===== src/rtl/cv32e40p_x_pkg.sv =====
// Shared types for the core-side C-interface offload path.
// No logic; request/response bundles and the default in-flight depth.
package cv32e40p_x_pkg;

    localparam int unsigned X_DEPTH_DEFAULT = 4;

    typedef struct packed {
        logic [31:0]       instr;
        logic [2:0][31:0]  rs;
        logic [4:0]        rd;
    } x_req_t;

    typedef struct packed {
        logic [31:0] data;
        logic [4:0]  rd;
        logic        error;
        logic        dualwb;
        logic [31:0] hart_id;
    } x_rsp_t;

endpackage


===== src/rtl/cv32e40p_x_id_fifo.sv =====
// In-order queue of issued destination registers; head visible combinationally, push->head 1 cycle.
// No internal backpressure: caller gates push on full and pop on empty; push+pop legal when full.
module cv32e40p_x_id_fifo #(
    parameter int unsigned DEPTH = 4
) (
    input  logic                       clk_i,
    input  logic                       rst_ni,
    input  logic                       push_i,
    input  logic [4:0]                 push_dat_i,
    input  logic                       pop_i,
    output logic [4:0]                 head_o,
    output logic                       full_o,
    output logic                       empty_o,
    output logic [$clog2(DEPTH):0]     count_o
);
    localparam int unsigned AW = $clog2(DEPTH);
    localparam int unsigned CW = AW + 1;

    logic [4:0]    mem_q [DEPTH];
    logic [AW-1:0] wr_ptr_q;
    logic [AW-1:0] rd_ptr_q;
    logic [CW-1:0] cnt_q;

    // DEPTH is a power of two, so pointer overflow is the modulo wrap.
    always_ff @(posedge clk_i or negedge rst_ni) begin
        if (!rst_ni) begin
            for (int i = 0; i < int'(DEPTH); i++) begin
                mem_q[i] <= '0;
            end
            wr_ptr_q <= '0;
            rd_ptr_q <= '0;
            cnt_q    <= '0;
        end else begin
            if (push_i) begin
                mem_q[wr_ptr_q] <= push_dat_i;
                wr_ptr_q        <= wr_ptr_q + AW'(1);
            end
            if (pop_i) begin
                rd_ptr_q <= rd_ptr_q + AW'(1);
            end
            cnt_q <= cnt_q + CW'(push_i) - CW'(pop_i);
        end
    end

    assign head_o  = mem_q[rd_ptr_q];
    assign full_o  = (cnt_q == CW'(DEPTH));
    assign empty_o = (cnt_q == '0);
    assign count_o = cnt_q;

endmodule


===== src/rtl/cv32e40p_x_offload_ctrl.sv =====
// Offload request register, rd hazard scoreboard, in-order response retire and writeback; accept->c_q 1 cycle, response->wb 1 cycle.
// Stalls ID on full/hazard/held request; stalls responses while the writeback register is occupied.
module cv32e40p_x_offload_ctrl
    import cv32e40p_x_pkg::*;
#(
    parameter int unsigned DEPTH   = X_DEPTH_DEFAULT,
    parameter logic [31:0] HART_ID = 32'd0
) (
    input  logic              clk_i,
    input  logic              rst_ni,
    input  logic              off_valid_i,
    output logic              off_ready_o,
    input  logic [31:0]       off_instr_i,
    input  logic [2:0][31:0]  off_rs_i,
    input  logic [4:0]        off_rd_i,
    input  logic              flush_i,
    output logic              c_q_valid_o,
    input  logic              c_p_ready_i,
    output logic [4:0]        c_q_addr_o,
    output logic [2:0][31:0]  c_q_rs_o,
    output logic [31:0]       c_q_instr_data_o,
    output logic [31:0]       c_q_hart_id_o,
    input  logic              c_p_valid_i,
    output logic              c_q_ready_o,
    input  logic [31:0]       c_p_data_i,
    input  logic              c_p_error_i,
    input  logic              c_p_dualwb_i,
    input  logic [31:0]       c_p_hart_id_i,
    input  logic [4:0]        c_p_rd_i,
    output logic              wb_valid_o,
    input  logic              wb_ready_i,
    output logic [4:0]        wb_rd_o,
    output logic [31:0]       wb_data_o,
    output logic [31:0]       pending_o,
    output logic              busy_o,
    output logic              err_o
);
    localparam int unsigned CW = $clog2(DEPTH) + 1;

    x_req_t        req_q, req_d;
    logic          req_vld_q, req_vld_d;
    logic [31:0]   pending_q, pending_d;
    logic          wb_vld_q, wb_vld_d;
    logic [4:0]    wb_rd_q, wb_rd_d;
    logic [31:0]   wb_data_q, wb_data_d;
    logic          err_q, err_d;

    logic [4:0]    head_rd;
    logic [CW-1:0] count;
    logic          fifo_full, fifo_empty;
    x_rsp_t        rsp;
    logic          acc, iss, ret, drop, rsp_err, slot_ok;

    assign rsp = '{data: c_p_data_i, rd: c_p_rd_i, error: c_p_error_i,
                   dualwb: c_p_dualwb_i, hart_id: c_p_hart_id_i};

    // The held request will need a fifo slot once issued, so it is counted against DEPTH.
    assign slot_ok     = !fifo_full && !(req_vld_q && (count == CW'(DEPTH - 1)));
    assign off_ready_o = (!req_vld_q || c_p_ready_i) && slot_ok && !pending_q[off_rd_i];
    assign acc         = off_valid_i && off_ready_o;
    assign iss         = req_vld_q && c_p_ready_i;
    assign drop        = flush_i && req_vld_q && !c_p_ready_i;

    assign c_q_ready_o = (!wb_vld_q || wb_ready_i) && !fifo_empty;
    assign ret         = c_p_valid_i && c_q_ready_o;
    assign rsp_err     = (rsp.rd != head_rd) || (rsp.hart_id != HART_ID) || rsp.error || rsp.dualwb;

    always_comb begin
        req_d     = req_q;
        req_vld_d = req_vld_q;
        if (acc) begin
            req_d     = '{instr: off_instr_i, rs: off_rs_i, rd: off_rd_i};
            req_vld_d = 1'b1;
        end else if (iss || drop) begin
            req_vld_d = 1'b0;
        end
    end

    // Clears first so a same-cycle set of the same rd wins.
    always_comb begin
        pending_d = pending_q;
        if (ret) pending_d[head_rd] = 1'b0;
        if (drop) pending_d[req_q.rd] = 1'b0;
        if (acc) pending_d[off_rd_i] = 1'b1;
        pending_d[0] = 1'b0;
    end

    always_comb begin
        wb_vld_d  = wb_vld_q && !wb_ready_i;
        wb_rd_d   = wb_rd_q;
        wb_data_d = wb_data_q;
        if (ret && !rsp_err && (head_rd != 5'd0)) begin
            wb_vld_d  = 1'b1;
            wb_rd_d   = head_rd;
            wb_data_d = rsp.data;
        end
    end

    assign err_d = ret && rsp_err;

    always_ff @(posedge clk_i or negedge rst_ni) begin
        if (!rst_ni) begin
            req_q     <= '0;
            req_vld_q <= 1'b0;
            pending_q <= '0;
            wb_vld_q  <= 1'b0;
            wb_rd_q   <= '0;
            wb_data_q <= '0;
            err_q     <= 1'b0;
        end else begin
            req_q     <= req_d;
            req_vld_q <= req_vld_d;
            pending_q <= pending_d;
            wb_vld_q  <= wb_vld_d;
            wb_rd_q   <= wb_rd_d;
            wb_data_q <= wb_data_d;
            err_q     <= err_d;
        end
    end

    cv32e40p_x_id_fifo #(.DEPTH(DEPTH)) u_id_fifo (
        .clk_i      (clk_i),
        .rst_ni     (rst_ni),
        .push_i     (iss),
        .push_dat_i (req_q.rd),
        .pop_i      (ret),
        .head_o     (head_rd),
        .full_o     (fifo_full),
        .empty_o    (fifo_empty),
        .count_o    (count)
    );

    assign c_q_valid_o      = req_vld_q;
    assign c_q_addr_o       = req_q.rd;
    assign c_q_rs_o         = req_q.rs;
    assign c_q_instr_data_o = req_q.instr;
    assign c_q_hart_id_o    = HART_ID;
    assign wb_valid_o       = wb_vld_q;
    assign wb_rd_o          = wb_rd_q;
    assign wb_data_o        = wb_data_q;
    assign pending_o        = pending_q;
    assign busy_o           = req_vld_q || !fifo_empty;
    assign err_o            = err_q;

endmodule


===== config.mk =====
export PLATFORM = sky130hd
export DESIGN_NAME = cv32e40p_x_offload_ctrl
export DESIGN_NICKNAME = d
export VERILOG_FILES = /design/src/rtl/cv32e40p_x_pkg.sv /design/src/rtl/cv32e40p_x_id_fifo.sv /design/src/rtl/cv32e40p_x_offload_ctrl.sv
export SDC_FILE = /design/constraint.sdc
export NUM_CORES = 1
export LEC_CHECK = 0
export ABC_AREA = 1
export CORE_AREA = 3 3 172 174
export CTS_CLUSTER_SIZE = 8
export DETAILED_ROUTE_END_ITERATION = 6
export DIE_AREA = 0 0 175 177
export GPL_TIMING_DRIVEN = 0
export MAX_ROUTING_LAYER = met4
export PLACE_DENSITY = 0.81
export SYNTH_ARGS = -nofsm -noshare
export SYNTH_HDL_FRONTEND = slang
export SYNTH_SLANG_ARGS = --single-unit

===== constraint.sdc =====
create_clock -name clk_i -period 2.5 [get_ports clk_i]
set_input_delay 0.5 -clock clk_i [delete_from_list [all_inputs] [get_ports clk_i]]
set_output_delay 0.5 -clock clk_i [all_outputs]
set_load 0.03 [all_outputs]

==> metrics.md <==
| Metric | Value |
|---|---|
| Outcome | finished, final reports clean |
| Vias in the first global route | 11200 |
| Switch share | 44.9% |
| Clk pwr share | between 10% and 20% |
| Die area | around 0.031 mm² |
| Ports | approximately 450 |
| Share of cells above drive strength 1 | under 10% |
| Starting Density | between 30% and 40% |
| DRC | 0 |
| CP max stage cell | clkdlybuf4s50_1 |
| Post-synthesis average cell area | roughly 8.0 µm² |
| Worst path max stage delay | approximately 0.5 ns |
| Static Leak | a little over 8 nW |
| RSZ-0062 raised after global routing | true |
| Cells after synthesis | approximately 1300 |
| Final setup viols | 0 |
| Nets | approximately 2100 |
| Placed inst area | ~0.016 mm² |
| Final Instance Count excl. Fillers | approximately 2200 |
| Seq cells post-synth | 231 |
| Slew Limit Headroom | 11.5% |
| CTS sink cnt | roughly 230 |
| R2r setup slk | between 0.1 and 0.15 ns |
| Fill cells | ~2400 |
| Synth top area cells | dfrtp_1 (54%), nand2_1 (18%), nand3_1 (8.9%) |
| R2R cell count | 11 |
| Cell chain of the critical path | clkdlybuf4s50_1 > nor2_1 > inv_1 > o21ai_2 > nor2_4 > and2_4 > nand2_2 > nor2_4 > buf_6 > buf_8 |
| Die Ht | approximately 180 µm |
| Post-DP HPWL | about 30000 µm |
| Initial antenna violation count | 4 |
| Setup TNS | 0 ns |
| Routed Antenna Nets | 0 |
| Synthesized area | roughly 0.011 mm² |
| DRT iter0 DRCs | about 780 |
| CP startpoint kind | primary input |
| Sw power | 9.45 mW |
| Most numerous cell in the Yosys netlist | nand2_1 |
| Hold path depth | 3 |
| Peak supply drop | 0.842 mV |
| Crit path top cell by count | nor2_4 |
| IO buf count | between 400 and 500 |
| Aggregate global-route resource usage | about a quarter |
| Clock Tree Buf Depth | 3 |
| Largest area contributor in the netlist | dfrtp_1 |
| Crit path max fanout | 2 |
| Final min period | 2.47 ns |
| Post-synth top area share | between 50% and 60% |
| Crit end category | primary output |
| Root buf cell | clkbuf_16 |
| Count of cell types in the netlist | 27 |
| Primary FF master, synth | dfrtp_1 |
| Hold WS | about 0.36 ns |
| Register share of total power | 29.5% |
| CP required | ~2.0 ns |
| Synth cell count leaders | nand2_1 (522), dfrtp_1 (231), nand3_1 (191), nor2_1 (74), inv_1 (62) |
| Area growth syn-to-layout | 54.6% |
| Yosys Warn Count | 0 |
| Slew Limit Fails | 0 |
| Logic gate share of total power | 51.4% |
| TritonCTS clock tree | yes |
| EDFF count, synth | 0 |
| FMAX | roughly 400 MHz |
| Worst-path clk slew | roughly 0.05 ns |
| Largest net degree at the start of global routing | 113 |
| Actual slew at the worst max-slew pin | roughly 1.3 ns |
| Gr ovfl total | 0 |
| Total CTS buffers | 34 |
| Async SR Flop Fraction | between 90% and 100% |
| Setup CP Type | primary input to primary output |
| DR WL/cell | 18.1 µm |
| Skew final | ~0.023 ns |
| Placeable Area | about 0.028 mm² |
| First drt pass iteration count | 7 |
| Pre-CTS WS | -1.25 ns |
| Routed Wire Length | 40100 µm |
| GP Congestion | around 0.96 |
| Die W | roughly 180 µm |
| First-pass GRT wire length | roughly 61000 µm |
| Sequential fraction of the synthesis area | a little over half |
| Max-capacitance violation count | 0 |
| Placed cell count | about 2200 |
| Power Internal | approximately 12 mW |
| Vias per cell | about 5.0 |
| Final Cell Area | between 0.015 and 0.02 mm² |
| Setup ws final | ~0.029 ns |
| Class of the worst hold path | primary input to register |
| DR vias | around 11000 |
| Power density over the cells | roughly 1300 mW/mm² |
| Standard-cell rows | between 60 and 70 |
| # H-tree levels | 2 |
| Worst-Skew Late Latency | around 0.50 ns |
| Period utilization | a little over nine tenths |
| Arrival time worst endpoint | 1.97 ns |
| Fin. Hold Viols | 0 |
==> sequential cells by signal, summed over array words and instances (netlist names) <==
signal	count
pending_o	31
u_id_fifo.rd_ptr_q	2
c_q_instr_data_o	32
u_id_fifo.wr_ptr_q	2
u_id_fifo.mem_q	20
c_q_rs_o	96
wb_rd_o	5
wb_valid_o	1
wb_data_o	32
c_q_valid_o	1
err_o	1
u_id_fifo.count_o	3
c_q_addr_o	5
==> critical path: cells and delay by family <==
kind                   cells  cell delay (ns)
buffers and inverters      4             0.83
and+or+nand+nor            5             0.56
AOI/OAI and AO/OA          1             0.08
==> per-stage QoR <==
| stage | utilization (%) | power, mW |
|---|---|---|
| final | 59.5 | 21.1 |
| after global routing | 59.5 | 22.2 |
| after CTS | 59.2 | 21.1 |
| after detailed placement | 55.7 | 16.8 |
| after global placement | 55.5 | 16.6 |
| after floorplan | - | 12.1 |
==> cells by family (layout without fill, tap and decap cells) <==
family | after synthesis | after routing | synth area share (%)
buf+inv | 169 | 630 | 7.56
fa+ha+maj | 7 | 7 | 0.885
xor+xnor | 4 | 4 | 0.326
simple gates | 855 | 855 | 33.5
other cells | 1 | 37 | 0.0349
flops | 231 | 231 | 53.8
compound gates | 75 | 75 | 3.88
==> what timing repair did <==
action	4_1_cts	5_1_grt
cloned	0	0
hold endpoints to repair	53	0
setup buffers	3	2
hold buffers	1	0
pin swaps	3	5
endpoints found under the setup margin	158	34
resized for setup	32	21
==> per-layer routing <==
metal / share of wire [%] / track usage [%]
met4: 3.6 / 9.51
met2: 51 / 44.9
met5: 0 / -
met3: 9.7 / 7.64
met1: 36 / 27.3
==> power by group through the flow <==
| stage | combinational (mW) | sequential [mW] | clock (mW) |
|---|---|---|---|
| after detailed placement | 10.6 | 6.20 | 0 |
| final | 10.8 | 6.22 | 4.02 |
| after global placement | 10.4 | 6.18 | 0 |
| after CTS | 10.8 | 6.19 | 4.12 |
| after floorplan | 3.55 | 8.57 | 0 |
| after global routing | 11.6 | 6.38 | 4.25 |
==> worst paths after layout <==
| kind | start | end |
|---|---|---|
| worst max-delay path | c_p_ready_i | off_ready_o |
| worst min-delay path | off_rd_i[1] | c_q_addr_o[1] |
| worst max register to register | u_id_fifo.count_o[0] | u_id_fifo.count_o[2] |
| worst min register to register | wb_data_o[0] | wb_data_o[0] |
| max in group asynchronous | rst_ni | c_q_rs_o[47] |
| min in group asynchronous | rst_ni | wb_valid_o |
==> placed cells by master (no fill, tap or decap), types with 2 or more instances in the layout <==
cell,netlist,final
buf_4,35,41
inv_1,62,59
conb_1,1,33
inv_2,3,6
buf_8,0,2
nor3_1,22,18
nor2_4,0,3
clkdlybuf4s50_1,0,410
diode_2,0,4
nand2_2,0,6
o211ai_1,16,16
buf_1,7,7
buf_2,37,35
clkbuf_16,0,35
xor2_1,3,3
nand4_1,37,37
dlygate4sd2_1,0,3
nand2_1,522,515
buf_16,0,2
o21ai_1,3,3
nand3b_1,4,4
a21oi_1,16,16
nor2_1,74,70
clkbuf_1,25,25
nand3_1,191,190
o21ai_0,39,37
o21ai_2,0,2
ha_1,6,6
dfrtp_1,231,231
buf_6,0,3
nor3_2,0,4
nor2_2,1,2
==> cell type report <==
class,instances,area [µm²],area share [%]
sequential,231,5780,34.8
multi-input combinational,974,4360,26.2
timing repair buffer,424,4270,25.7
clock buffer,36,880,5.30
buffer,104,591,3.56
tap,378,473,2.85
inverter,65,244,1.47
antenna,4,10.0,0.0603
clock inverter,1,8.76,0.0527
Note: power is estimated with default switching activity, not from simulation.
